--- config.mk ---
export PLATFORM = sky130hd
export DESIGN_NAME = mem_port_arbiter
export DESIGN_NICKNAME = d
export VERILOG_FILES = /design/src/rtl/mem_port_arbiter.sv
export SDC_FILE = /design/constraint.sdc
export NUM_CORES = 1
export LEC_CHECK = 0
export CAP_MARGIN = 20
export CORE_AREA = 2 2 143 145
export CTS_BUF_LIST = sky130_fd_sc_hd__clkbuf_4
export DETAILED_ROUTE_END_ITERATION = 10
export DIE_AREA = 0 0 145 147
export DONT_BUFFER_PORTS = 1
export GPL_TIMING_DRIVEN = 1
export PLACE_DENSITY = 0.3
export SLEW_MARGIN = 0
export SYNTH_ARGS = -nofsm -noshare
export SYNTH_HDL_FRONTEND = slang
export SYNTH_SLANG_ARGS = --single-unit
--- constraint.sdc ---
create_clock -name clk -period 2.29 [get_ports clk]
set_input_delay 0.229 -clock clk [delete_from_list [all_inputs] [get_ports clk]]
set_output_delay 0.229 -clock clk [all_outputs]
set_load 0.1 [all_outputs]
--- src/rtl/mem_port_arbiter.sv ---
// mem_port_arbiter: merges NPORT start/ready/valid requesters onto a single
// downstream memory port. Grants come from round-robin or fixed priority.
// At most one read can be outstanding. Writes complete when they are accepted.
module mem_port_arbiter #(
  parameter int NPORT      = 2,
  parameter int ADDR_WIDTH = 32,
  parameter int DATA_WIDTH = 32,
  parameter int RR_MODE    = 1
) (
  input  logic                        clk,
  input  logic                        rst_n,
  input  logic [NPORT-1:0]            port_cmd_start,
  input  logic [NPORT-1:0]            port_cmd_write,
  output logic [NPORT-1:0]            port_cmd_ready,
  input  logic [NPORT*ADDR_WIDTH-1:0] port_addr,
  input  logic [NPORT*DATA_WIDTH-1:0] port_wdata,
  input  logic [NPORT*DATA_WIDTH-1:0] port_wmask,
  output logic [DATA_WIDTH-1:0]       port_rdata,
  output logic [NPORT-1:0]            port_rdata_valid,
  output logic                        mem_cmd_start,
  output logic                        mem_cmd_write,
  input  logic                        mem_cmd_ready,
  output logic [ADDR_WIDTH-1:0]       mem_addr,
  output logic [DATA_WIDTH-1:0]       mem_wdata,
  output logic [DATA_WIDTH-1:0]       mem_wmask,
  input  logic [DATA_WIDTH-1:0]       mem_rdata,
  input  logic                        mem_rdata_valid
);

  localparam int PTR_W = (NPORT > 1) ? $clog2(NPORT) : 1;

  typedef enum logic {
    IDLE      = 1'b0,
    WAIT_READ = 1'b1
  } state_t;

  state_t             state_reg, state_next;
  logic [PTR_W-1:0]   owner_reg, owner_next;
  logic [PTR_W-1:0]   rr_ptr_reg, rr_ptr_next;

  logic [ADDR_WIDTH-1:0] addr_arr  [NPORT];
  logic [DATA_WIDTH-1:0] wdata_arr [NPORT];
  logic [DATA_WIDTH-1:0] wmask_arr [NPORT];
  logic [PTR_W-1:0]      scan_idx  [NPORT];
  logic [NPORT-1:0]      scan_req;

  logic                  grant_valid;
  logic [PTR_W-1:0]      grant_idx;
  logic [PTR_W-1:0]      ptr_after_grant;

  // Unpack the flat channel buses and build the scan order. Scan slot gi
  // looks at channel (rr_ptr + gi) mod NPORT in round-robin mode, and at
  // channel gi in fixed mode.
  genvar gi;
  generate
    for (gi = 0; gi < NPORT; gi++) begin : g_chan
      assign addr_arr[gi]  = port_addr[gi*ADDR_WIDTH +: ADDR_WIDTH];
      assign wdata_arr[gi] = port_wdata[gi*DATA_WIDTH +: DATA_WIDTH];
      assign wmask_arr[gi] = port_wmask[gi*DATA_WIDTH +: DATA_WIDTH];
      assign scan_idx[gi]  = (RR_MODE != 0)
                             ? PTR_W'((32'(rr_ptr_reg) + 32'(gi)) % NPORT)
                             : PTR_W'(gi);
      assign scan_req[gi]  = port_cmd_start[scan_idx[gi]];
    end
  endgenerate

  // Grant selection: the earliest scan slot holding a request wins.
  // The loop walks backwards so that the lowest slot is written last.
  always_comb begin
    grant_valid = 1'b0;
    grant_idx   = '0;
    for (int k = NPORT - 1; k >= 0; k--) begin
      if (scan_req[k]) begin
        grant_valid = 1'b1;
        grant_idx   = scan_idx[k];
      end
    end
  end

  // Pointer value after serving the granted channel. It wraps NPORT-1 -> 0.
  assign ptr_after_grant = (grant_idx == PTR_W'(NPORT - 1)) ? '0
                                                            : grant_idx + PTR_W'(1);

  // State register: arbiter state, read owner and round-robin pointer
  always_ff @(posedge clk) begin
    if (!rst_n) begin
      state_reg  <= IDLE;
      owner_reg  <= '0;
      rr_ptr_reg <= '0;
    end else begin
      state_reg  <= state_next;
      owner_reg  <= owner_next;
      rr_ptr_reg <= rr_ptr_next;
    end
  end

  // Next-state logic. State changes only on acceptance or on read completion.
  always_comb begin
    state_next  = state_reg;
    owner_next  = owner_reg;
    rr_ptr_next = rr_ptr_reg;
    case (state_reg)
      IDLE: begin
        if (grant_valid && mem_cmd_ready) begin
          if (RR_MODE != 0) begin
            rr_ptr_next = ptr_after_grant;
          end
          if (!port_cmd_write[grant_idx]) begin
            state_next = WAIT_READ;
            owner_next = grant_idx;
          end
        end
      end
      WAIT_READ: begin
        if (mem_rdata_valid) begin
          state_next = IDLE;
        end
      end
      default: state_next = IDLE;
    endcase
  end

  // Output logic. The request path is a pure mux from the granted channel.
  // All handshakes are forced low while reset is held.
  always_comb begin
    mem_cmd_start    = 1'b0;
    port_cmd_ready   = '0;
    port_rdata_valid = '0;
    mem_cmd_write    = port_cmd_write[grant_idx];
    mem_addr         = addr_arr[grant_idx];
    mem_wdata        = wdata_arr[grant_idx];
    mem_wmask        = wmask_arr[grant_idx];
    if (rst_n) begin
      case (state_reg)
        IDLE: begin
          mem_cmd_start = grant_valid;
          if (grant_valid) begin
            port_cmd_ready[grant_idx] = mem_cmd_ready;
          end
        end
        WAIT_READ: begin
          port_rdata_valid[owner_reg] = mem_rdata_valid;
        end
        default: ;
      endcase
    end
  end

  // Read data is broadcast. Only the valid bits say which channel owns it.
  assign port_rdata = mem_rdata;

endmodule

==> results <==
-- power by group --
group / internal [uW] / leakage (uW) / total [uW] / switching [uW]
clock: 76.9 / 0.0000184 / 102 / 24.7
combinational: 517 / 0.00167 / 2020 / 1500
sequential: 56.0 / 0.0000246 / 60.0 / 3.97
total: 650 / 0.00171 / 2180 / 1530
-- cells by family (layout without fill, tap and decap cells) --
kind of cell	after synthesis	after routing
simple gates	304	304
flops	3	3
compound gates	10	10
buf+inv	54	113
-- stage by stage --
stage               hold WS [ps]  setup slack, ps  util [%]
floorplan                    347              345         -
global placement             360              472      15.8
detailed placement           362              454      15.8
CTS                          117              201      16.0
global route                 122              102      16.0
finish                       128              218      16.0
-- worst reg2reg max path, cell delays in order (launching register included) --
cell and delay, ps:
dfxtp_1 330, nand2b_1 190, and2_4 340, buf_12 220, a211oi_1 90, o21a_1 170
-- cell usage in the layout (no fill, tap or decap), types with 2 or more instances in the layout --
master	n
nand2b_1	2
nand2_1	289
dfxtp_1	3
nor2_2	2
buf_4	54
a21boi_0	2
nor2b_1	2
clkbuf_4	4
nor2_1	3
buf_12	54
o21ai_0	4
-- worst paths after layout --
check             startpoint                end  slack (ps)  cells past startpoint
setup / recovery  rr_ptr_reg  port_cmd_ready[1]         220                      5
hold / removal         rst_n          state_reg         130                      1
setup reg to reg  rr_ptr_reg          state_reg         840                      5
hold reg to reg   rr_ptr_reg         rr_ptr_reg         500                      2
-- synthesized netlist by cell type --
cell,number
o21a_1,1
and2_1,1
nand3_1,1
nand2_1,290
a21boi_0,2
nand2b_1,2
and3_1,1
buf_1,4
inv_1,1
nor3b_1,1
and4_1,1
buf_2,12
dfxtp_1,3
nor2b_1,2
nor2_1,5
buf_6,3
o21ai_0,4
buf_4,33
a211oi_1,1
a21oi_1,1
a21o_1,1
clkbuf_1,1
-- routing by layer --
| layer | part of all wire (%) | track usage (%) | up-vias | wire length (um) |
|---|---|---|---|---|
| met1 | 32 | 7.50 | 1009 | 3010 |
| met5 | 0 | 0 | - | 0 |
| li1 | - | - | 1195 | - |
| met2 | 53 | 15.8 | 183 | 4980 |
| met3 | 12 | 3.35 | 24 | 1120 |
| met4 | 3.0 | 2.72 | 0 | 285 |
-- layout make-up --
type | count | area, sq um
multi-input combinational | 314 | 1250
timing repair buffer | 108 | 1490
clock buffer | 4 | 30.0
fill | 2282 | 16700
sequential | 3 | 60.1
inverter | 1 | 3.75
tap | 270 | 338
==> qor.yml <==
yosysTopAreaCellShare_pct: 65.9
antenna_found_initial: 0
hold_buffers: 0
finalClockSkew_ps: 1.81
hold_path_class: "in -> reg"
floorplan.rows: 52
clkSinkCount: 3
dieArea_sq_mm: 0.0213
htreeDepth: 1
synth_top_family_by_area: "simple AND/OR/NAND/NOR gates"
ctsResizeCount: 0
drive_gt1_share_pct: 27.2
finalSetupViolations: 0
ys_ff_latch: 3
stdcell_area_sq_mm: 0.00317
ys_seq_area_share_pct: 3.63
outcome: "completed"
place_inst: 696
rsz0062_at_grt: "no"
slowest_delay_ps: 340
die_width_um: 145
synthSimpleGateAreaFrac_pct: 70.6
vias: 2411
gp_congestion: 0.763
synthesis.area_sq_mm: 0.00165
slew_violations: 0
clk_pin_slew_ps: 30
routed_via_density: 3.44
fmax_mhz: 483
initial_core_util_pct: 8.33
critPathMaxFanout: 51
ys_types: 22
critical_path_required_ps: 2060
diodes: 0
cp_slowest_cell: "and2_4"
synth_compound_area_share_pct: 3.79
clk_latency_ps: 230
ir_drop_mv: 0.148
maxCapViolCount: 0
worst-path-buf-inv: 2
drtPass1Iterations: 4
cts_tree: "done"
fin_setup_tns_ps: 0
crit_path_end_kind: "output pin"
ios: 366
syn_nets: 603
overflow: 0
place_area_sq_mm: 0.00314
grt_max_degree: 52
cts_buffers: 3
syn2layout_area_growth_pct: 92.0
synth.area.top_cells: "nand2_1 66%, buf_4 15%, buf_2 3.6%"
power.total_uw: 2180
crit_chain: "nand2b_1 -> and2_4 -> buf_12 -> and3_1 -> buf_12"
crit_path_frequent_cell: "buf_12"
p_leak_uw: 0.00171
fin_crit_ps: 2070
grtUsageTotal_pct: 8.07
drtAntennaViolNets: 0
crit_type: "reg -> out"
start_kind: "flop"
detail_route.iter0.violations: 81
coreArea_sq_mm: 0.0198
grt_pass1_wl_um: 13300
finalNetCount: 663
syn_area_per_cell_sq_um: 4.46
arrival_ps: 1840
crit_family: "simple AND/OR/NAND/NOR gates"
relSlewSlack_pct: 74.6
cts-root-buf: "clkbuf_4"
netlist_instances: 371
yosys_warnings: 0
clk_path_buf_depth: 2
grt_pass1_vias: 2395
drc: 0
period_share_pct: 90.5
wl_per_cell_um: 13.4
synth-adder-area-share_pct: 0
synthMuxAreaShare_pct: 0
drt_wl_total_um: 9380
worst_pin_slew_ps: 380
synth_xor_xnor_area_share_pct: 0
yosysTopAreaCell: "nand2_1"
powerDensity_mw_per_mm2: 686
final_cells: 700
post_cts_buffers: 0
die_h_um: 147
portBuffers: 0
final_hold_viol_count: 0
dp_hpwl_um: 8430
(Power assumes the default switching activity.)
